### src/rtl/axi4lite_reg_slave.sv
// AXI4-Lite register-bank responder: NUM_REGS x 32-bit registers, flat reg_out export.
// Optional macro AXIL_SLAVE_ID_REG_EN makes register 0 a read-only ID register (ID_VALUE).
module axi4lite_reg_slave #(
    parameter int          ADDR_WIDTH = 8,
    parameter int          NUM_REGS   = 16,
    parameter logic [31:0] ID_VALUE   = 32'hA41C_0001
) (
    input  logic                     ACLK,
    input  logic                     ARESETn,
    input  logic                     AWVALID,
    output logic                     AWREADY,
    input  logic [ADDR_WIDTH-1:0]    AWADDR,
    input  logic [2:0]               AWPROT,
    input  logic                     WVALID,
    output logic                     WREADY,
    input  logic [31:0]              WDATA,
    input  logic [3:0]               WSTRB,
    output logic                     BVALID,
    input  logic                     BREADY,
    output logic [1:0]               BRESP,
    input  logic                     ARVALID,
    output logic                     ARREADY,
    input  logic [ADDR_WIDTH-1:0]    ARADDR,
    input  logic [2:0]               ARPROT,
    output logic                     RVALID,
    input  logic                     RREADY,
    output logic [31:0]              RDATA,
    output logic [1:0]               RRESP,
    output logic [32*NUM_REGS-1:0]   reg_out
);

    localparam int             IDX_W      = ADDR_WIDTH - 2;
    localparam logic [IDX_W:0] NUM_REGS_W = (IDX_W + 1)'(NUM_REGS);
    localparam logic [1:0]     RESP_OKAY  = 2'b00;
    localparam logic [1:0]     RESP_SLVERR = 2'b10;

    logic [31:0]      regs     [NUM_REGS];
    logic [31:0]      reg_view [NUM_REGS];

    logic             aw_held;
    logic             w_held;
    logic [IDX_W-1:0] aw_idx_q;
    logic [31:0]      w_data_q;
    logic [3:0]       w_strb_q;

    logic             aw_hs, w_hs, ar_hs;
    logic [IDX_W-1:0] wr_idx, rd_idx;
    logic [31:0]      wr_data, rd_data;
    logic [3:0]       wr_strb;
    logic             wr_commit, wr_ok, rd_in_range;

    logic unused_ok;
    assign unused_ok = ^{AWPROT, ARPROT, AWADDR[1:0], ARADDR[1:0]};

    // Handshakes: a transfer happens on a rising edge where VALID and READY are both high;
    // READY never waits on VALID, and every output VALID holds with its payload until its READY.
    assign AWREADY = ARESETn & ~aw_held & ~BVALID;
    assign WREADY  = ARESETn & ~w_held  & ~BVALID;
    assign ARREADY = ARESETn & ~RVALID;

    assign aw_hs = AWVALID & AWREADY;
    assign w_hs  = WVALID  & WREADY;
    assign ar_hs = ARVALID & ARREADY;

    // A channel arriving this edge is used directly, so AW+W together commit immediately.
    assign wr_idx    = aw_held ? aw_idx_q : AWADDR[ADDR_WIDTH-1:2];
    assign wr_data   = w_held  ? w_data_q : WDATA;
    assign wr_strb   = w_held  ? w_strb_q : WSTRB;
    assign wr_commit = (aw_held | aw_hs) & (w_held | w_hs);

`ifdef AXIL_SLAVE_ID_REG_EN
    assign wr_ok = ({1'b0, wr_idx} < NUM_REGS_W) & (wr_idx != '0);
`else
    assign wr_ok = ({1'b0, wr_idx} < NUM_REGS_W);
`endif

    assign rd_idx      = ARADDR[ADDR_WIDTH-1:2];
    assign rd_in_range = ({1'b0, rd_idx} < NUM_REGS_W);

    always_comb begin
        for (int k = 0; k < NUM_REGS; k++) begin
            reg_view[k] = regs[k];
        end
`ifdef AXIL_SLAVE_ID_REG_EN
        reg_view[0] = ID_VALUE;
`endif
    end

    always_comb begin
        rd_data = '0;
        for (int k = 0; k < NUM_REGS; k++) begin
            if (rd_idx == IDX_W'(k)) begin
                rd_data = reg_view[k];
            end
        end
    end

    always_ff @(posedge ACLK or negedge ARESETn) begin
        if (!ARESETn) begin
            aw_held  <= 1'b0;
            w_held   <= 1'b0;
            aw_idx_q <= '0;
            w_data_q <= '0;
            w_strb_q <= '0;
            BVALID   <= 1'b0;
            BRESP    <= RESP_OKAY;
            for (int k = 0; k < NUM_REGS; k++) begin
                regs[k] <= '0;
            end
        end else if (wr_commit) begin
            aw_held <= 1'b0;
            w_held  <= 1'b0;
            BVALID  <= 1'b1;
            BRESP   <= wr_ok ? RESP_OKAY : RESP_SLVERR;
            for (int k = 0; k < NUM_REGS; k++) begin
                if (wr_ok && (wr_idx == IDX_W'(k))) begin
                    for (int b = 0; b < 4; b++) begin
                        if (wr_strb[b]) begin
                            regs[k][8*b +: 8] <= wr_data[8*b +: 8];
                        end
                    end
                end
            end
        end else begin
            if (aw_hs) begin
                aw_held  <= 1'b1;
                aw_idx_q <= AWADDR[ADDR_WIDTH-1:2];
            end
            if (w_hs) begin
                w_held   <= 1'b1;
                w_data_q <= WDATA;
                w_strb_q <= WSTRB;
            end
            if (BVALID && BREADY) begin
                BVALID <= 1'b0;
            end
        end
    end

    // Read data is taken from the pre-edge register view, so a same-edge write is not seen.
    always_ff @(posedge ACLK or negedge ARESETn) begin
        if (!ARESETn) begin
            RVALID <= 1'b0;
            RDATA  <= '0;
            RRESP  <= RESP_OKAY;
        end else if (ar_hs) begin
            RVALID <= 1'b1;
            RDATA  <= rd_in_range ? rd_data : 32'h0;
            RRESP  <= rd_in_range ? RESP_OKAY : RESP_SLVERR;
        end else if (RVALID && RREADY) begin
            RVALID <= 1'b0;
        end
    end

    for (genvar k = 0; k < NUM_REGS; k++) begin : g_reg_out
        assign reg_out[32*k +: 32] = reg_view[k];
    end

endmodule

### config.mk
export PLATFORM = sky130hd
export DESIGN_NAME = axi4lite_reg_slave
export DESIGN_NICKNAME = d
export VERILOG_FILES = /design/src/rtl/axi4lite_reg_slave.sv
export SDC_FILE = /design/constraint.sdc
export NUM_CORES = 1
export LEC_CHECK = 0
export BUFFER_PORTS_ARGS = -buffer_cell sky130_fd_sc_hd__buf_2
export CORE_MARGIN = 4
export CORE_UTILIZATION = 40
export DETAILED_ROUTE_END_ITERATION = 16
export PLACE_DENSITY = 0.66
export SYNTH_ARGS = -nofsm -noshare
export SYNTH_HDL_FRONTEND = slang
export SYNTH_SLANG_ARGS = --single-unit
### constraint.sdc
create_clock -name ACLK -period 3.7 [get_ports ACLK]
set_clock_uncertainty 0.05 [all_clocks]
set_input_delay 0.37 -clock ACLK [delete_from_list [all_inputs] [get_ports ACLK]]
set_output_delay 0.37 -clock ACLK [all_outputs]
set_load 0.01 [all_outputs]
==> flow_summary.yaml, run 1 <==
final_layout:
  nets: 3403
  drive_above_1_share_pct: 27.77
  syn2layout_area_growth_pct: 25.60
  seqCellArea_mm2: 0.01482
  fill_cells: 6085
  multi_input_area_mm2: 0.01085
detailed_routing:
  wl_mm: 117.5
  via_per_inst: 5.836
  ant_nets: 0
  drc: 0
  initialDrtViolationCount: 2817
  wl_per_cell_um: 27.66
  dr_total_vias: 24803
  dr.pass1.iters: 6
die:
  dieArea_mm2: 0.07045
  core_mm2: 0.06575
  die_y_um: 265.4
  ios: 618
  initial_core_util_pct: 40.32
  rows: 94
  die_w_um: 265.4
setup_path:
  startpoint_type: "flop"
  critPathMaxFanout: 19
  cp-end-kind: "flop"
  worstPathArrival_ns: 3.49
  crit_required_ns: 4.10
  path_class: "reg2reg"
grt:
  antenna_found_initial: 0
  track_usage_pct: 32.21
  grt_max_degree: 148
  grt_first_pass_wirelength_mm: 167.7
  use_met3_pct: 8.066
  gr-usage-met1_pct: 45.18
  overflow: 0
  grt_pass1_vias: 23230
  grt.busiest_layer: "met2"
  grtUsageMet2_pct: 48.25
clocking:
  clockBufferDepth: 3
  htree_levels: 3
  clock_latency_ns: 0.60
  cts_tree: "done"
  root_buffer: "clkbuf_16"
  numCtsBuffers: 67
  path_clk_slew_ns: 0.06
  cts_sinks: 592
logic_synthesis:
  ys.flop_type: "dfrtp_1"
  netlist_area_mm2: 0.02651
  synth_area_per_cell_um2: 9.745
  ys_warn_count: 0
  syn_inst: 2720
  yosys.cell_types.count: 66
  synth-seq-area-share_pct: 55.89
  synth-edff-count: 0
  synth_seq_cells: 592
  async_reset_ff_share_pct: 100.0
sta:
  max_freq_mhz: 323.9
  fin_ws_ns: 0.6129
  rsz0062_at_grt: "no"
  tns_ns: 0
  slew_headroom_pct: 12.47
  period_share_pct: 83.43
  finalMaxSlewViolations: 0
  setup_viol_count_final: 0
  hold_viol: 0
  fin_crit_ns: 3.087
  worstMarginPinSlew_ns: 1.308
pwr:
  irDropWorstVdd_v: 0.0004606
  p_leak_nw: 16.30
  pwr_density_cell_mw_per_mm2: 634.9
hold_path:
  hold_path_class: "in2reg"
outcome:
  run_status: "completed"
run:
  max_cap_violations: 0
placement:
  hpwl_mm: 86.27
  gp_congestion: 0.9409
  post-place-ws_ns: 0.5212
  portBuffers: 605
-- worst max-delay path, cell delays in order (launching register included) --
cell and delay, ns:
dfrtp_1 0.69, or3b_1 0.46, a22oi_2 0.14, buf_4 0.27, a21boi_2 0.43, nand3_1 0.59, nand2_1 0.22, o21ai_1 0.08
-- power by group --
part	switching [mW]	total (mW)	internal [mW]	leakage, nW
sequential	1.17	8.93	7.75	8.09
clock	2.79	6.70	3.92	1.08
combinational	3.58	5.51	1.93	7.13
total	7.54	21.1	13.6	16.3
-- synthesized netlist by cell type (5+ instances only) --
| cell type | count | area, um2 |
|---|---|---|
| o21ai_0 | 473 | 2367 |
| a221oi_1 | 40 | 350.3 |
| a31oi_1 | 17 | 106.4 |
| nand3_1 | 53 | 265.3 |
| o221ai_1 | 23 | 201.4 |
| nor2_1 | 80 | 300.3 |
| nand3b_1 | 6 | 45.04 |
| inv_1 | 15 | 56.30 |
| a211oi_1 | 8 | 60.06 |
| buf_1 | 6 | 22.52 |
| buf_2 | 57 | 285.3 |
| mux4_2 | 26 | 585.6 |
| nand2_1 | 621 | 2331 |
| o22a_1 | 7 | 61.31 |
| buf_4 | 7 | 52.55 |
| o21ai_1 | 149 | 745.7 |
| a22oi_1 | 36 | 270.3 |
| o211ai_1 | 5 | 37.54 |
| nor3_1 | 11 | 55.05 |
| a22o_1 | 7 | 61.31 |
| and3_1 | 9 | 56.30 |
| a21oi_1 | 59 | 295.3 |
| o22ai_1 | 20 | 125.1 |
| nor2b_1 | 7 | 43.79 |
| nand2b_1 | 13 | 81.33 |
| dfrtp_1 | 592 | 14810 |
| mux2i_1 | 68 | 680.7 |
| nand4_1 | 21 | 131.4 |
| clkbuf_1 | 130 | 488.0 |
| mux2_2 | 66 | 743.2 |
| and2_1 | 14 | 87.58 |
-- layer usage --
metal,vias up,wire length [um]
met1,12239,48800
met5,-,0
met4,0,5572
li1,10952,-
met2,1356,51490
met3,256,11680
-- cell usage in the layout (no fill, tap or decap), types with 6 or more instances in the layout --
master and count:
clkbuf_16 69, buf_4 98, a22oi_1 36, mux2i_2 9, nand2b_1 13, o21ai_1 149
dfrtp_1 591, o21ai_0 473, o22ai_1 20, mux2_2 66, mux4_2 26, a211oi_1 8
clkinv_2 12, clkbuf_8 10, nand4_1 21, o22a_1 7, nor3_1 10, and2_1 14
nor2_1 77, a31oi_1 17, a221oi_1 40, nor2b_1 6, inv_1 15, buf_2 602
nand2_1 621, a22o_1 7, and3_1 9, a21oi_1 59, dlygate4sd3_1 41, clkbuf_1 14
mux2i_1 59, o221ai_1 23, nand3b_1 6, nand3_1 53
-- area by class of cell --
type,instances,area share [%]
well taps,864,3.247
diodes,1,0.007517
multi-input cells,1913,32.60
flip-flops and latches,592,44.50
inverters,15,0.1691
clock buffers,93,5.758
clock inverters,23,0.8155
repair buffers,749,12.91
-- cells by family (layout without fill, tap and decap cells) --
kind of cell,count (synthesis),after routing,synth area share (%)
other cells,1,3,0.01415
xor+xnor,1,1,0.03305
flops,592,592,55.89
buf+inv,216,880,3.455
simple gates,862,862,13.82
mux,160,160,7.581
compound gates,888,888,19.21
-- repair_timing --
item,CTS,global route
hold endpoints to repair,98,0
hold buffers,41,0
gates resized for setup,0,0
buffers inserted,0,0
-- registers in the layout, indices dropped and copies added, names as in the netlist --
| signal | cells |
|---|---|
| aw_idx_q | 6 |
| w_strb_q | 4 |
| w_data_q | 32 |
| RDATA | 32 |
| RRESP | 1 |
| BRESP | 1 |
| reg_out | 512 |
| w_held | 1 |
| aw_held | 1 |
| BVALID | 1 |
| RVALID | 1 |
-- metrics by stage --
step           cell area (um2)  hold WS [ns]  power, mW  util, %  cells
5_1_grt                  33290       0.02891      22.03    50.63   4249
3_5_place_dp             30690        0.4044      14.39    46.68   4092
3_3_place_gp             30690        0.4034      14.25    46.68   4092
6_report                 33290       0.04300      21.14    50.64   4250
4_1_cts                  33290      0.002430      21.11    50.63   4249
2_1_floorplan            26510       0.02441      11.34        -   2721
-- path summary, 6_finish.rpt --
kind | start | to | slack (ns) | cells after the start
min in group asynchronous | ARESETn | reg_out[372] | 0.52 | 3
worst min-delay path | AWADDR[4] | aw_idx_q[2] | 0.04 | 2
max in group asynchronous | ARESETn | reg_out[322] | 1.41 | 4
worst min register to register | RDATA[0] | RDATA[0] | 0.41 | 2
worst max-delay path | aw_held | reg_out[252] | 0.61 | 7
worst max register to register | aw_held | reg_out[252] | 0.61 | 7
Note: power is estimated with default switching activity, not from simulation.
==> inputs of run 2 (changes only) <==
Settings changed: PLACE_DENSITY 0.66 to 0.69.
Clock period 3.7 ns to 2.7 ns, I/O delays scaled along.
==> flow_summary.yaml, run 2 (synthesized netlist as in run 1, its figures left out) <==
placement:
  portBuffers: 605
  dpl.cell_count: 4204
  gp_congestion: 0.9478
  hpwl_mm: 88.23
clocking:
  numCtsBuffers: 67
  cts-resized-gates: 0
  cts_sinks: 592
  htree_levels: 3
  root_buffer: "clkbuf_16"
  path_clk_slew_ns: 0.06
  cts_tree: "done"
  cts_setup_buffers: 0
  clock_latency_ns: 0.60
  clockBufferDepth: 3
setup_path:
  slowest_delay_ns: 0.44
  startpoint_type: "flop"
  crit_slowest_cell: "dfrtp_1"
  critPathMaxFanout: 16
  crit_required_ns: 3.14
  worst-path-buf-inv: 0
  cp-end-kind: "flop"
  path_delay_family: "simple AND/OR/NAND/NOR gates"
  path_class: "reg2reg"
  worstPathArrival_ns: 2.90
  path_cells: "or3_1 -> nand2_1 -> and2_1 -> nand4_2 -> o21ai_0"
die:
  ios: 618
  rows: 94
  dieArea_mm2: 0.07045
  initial_core_util_pct: 40.32
  die_y_um: 265.4
  die_w_um: 265.4
  core_mm2: 0.06575
run:
  max_cap_violations: 0
sta:
  worstMarginPinSlew_ns: 0.8837
  setup_viol_count_final: 0
  hold_viol: 0
  rsz0062_at_grt: "no"
  tns_ns: 0
  max_freq_mhz: 406.1
  fin_crit_ns: 2.463
  finalMaxSlewViolations: 0
  slew_headroom_pct: 41.08
  period_share_pct: 91.20
final_layout:
  final_common_cell: "nand2_1"
  drive_above_1_share_pct: 29.81
  largest_reg_flops: 512
  stdcell_count: 4365
  nets: 3519
  mostFrequentLayoutCells: "621 x nand2_1, 602 x buf_2, 591 x dfrtp_1, 473 x o21ai_0, 200 x buf_4"
  syn2layout_area_growth_pct: 29.44
hold_path:
  hold_path_class: "in2reg"
detailed_routing:
  wl_per_cell_um: 27.04
  dr.pass1.iters: 8
  dr_total_vias: 25506
  wl_mm: 118.0
  via_per_inst: 5.843
  initialDrtViolationCount: 3166
  ant_nets: 0
  drc: 0
grt:
  antenna_found_initial: 5
  overflow: 0
  track_usage_pct: 32.48
  grt_pass1_vias: 23789
  grt_max_degree: 153
  grt_first_pass_wirelength_mm: 169.6
pwr:
  p_total_mw: 29.28
  p_leak_nw: 16.87
  pwr_density_cell_mw_per_mm2: 853.3
  irDropWorstVdd_v: 0.0005851
outcome:
  run_status: "completed"
## run 2: area by class of cell
class                      count  area, um2
antenna                        2      5.005
clock buffer                  94       1962
clock inverter                20      270.3
fill                        5954      31440
inverter                      15      56.30
multi-input combinational   1913      10820
sequential                   592      14820
tap                          864       1081
timing repair buffer         865       5303
## run 2: worst paths after layout
path / from / endpoint / slack [ns] / cells after the start
worst max-delay path: aw_held / reg_out[404] / 0.24 / 5
worst min-delay path: WVALID / w_held / 0.05 / 3
worst max register to register: aw_held / reg_out[404] / 0.24 / 5
worst min register to register: RDATA[0] / RDATA[0] / 0.43 / 2
max in group asynchronous: ARESETn / w_data_q[10] / 0.74 / 4
min in group asynchronous: ARESETn / reg_out[113] / 0.39 / 3
## run 2: power by group
part           internal [mW]  switching [mW]  leakage [nW]  total (mW)
registers               10.6            1.60          8.09        12.2
clock network           5.55            3.80          1.09        9.36
logic                   2.74            4.96          7.70        7.70
## run 2: stage by stage
stage	hold WS (ns)	util (%)	worst slack (ns)	area, um2
after floorplan	-0.07559	-	0.6537	26510
after global placement	0.3990	48.10	0.1639	31620
after detailed placement	0.4066	48.10	0.1232	31620
after CTS	0.01829	52.18	0.2183	34310
after global routing	0.06988	52.18	0.04019	34310
final	0.05392	52.19	0.2375	34310
## run 2: timing repair
item / 4_1_cts / 5_1_grt
endpoints found under the hold margin: 275 / 0
hold buffers: 45 / 0
endpoints found under the setup margin: 0 / 0
## run 2: routing by layer
layer	routed length [um]	track usage (%)	vias to the layer above
li1	-	-	11167
met1	47420	45.51	12453
met2	51180	47.99	1593
met3	13330	8.639	289
met4	6096	13.82	4
met5	26	0	-
## run 2: tightest hold or removal path, delay by kind of cell
| kind | cells | cell delay (ns) |
|---|---|---|
| AND/OR/NAND/NOR | 1 | 0.12 |
| AO/OA/AOI/OAI | 1 | 0.16 |
| buffers and inverters | 1 | 0.09 |
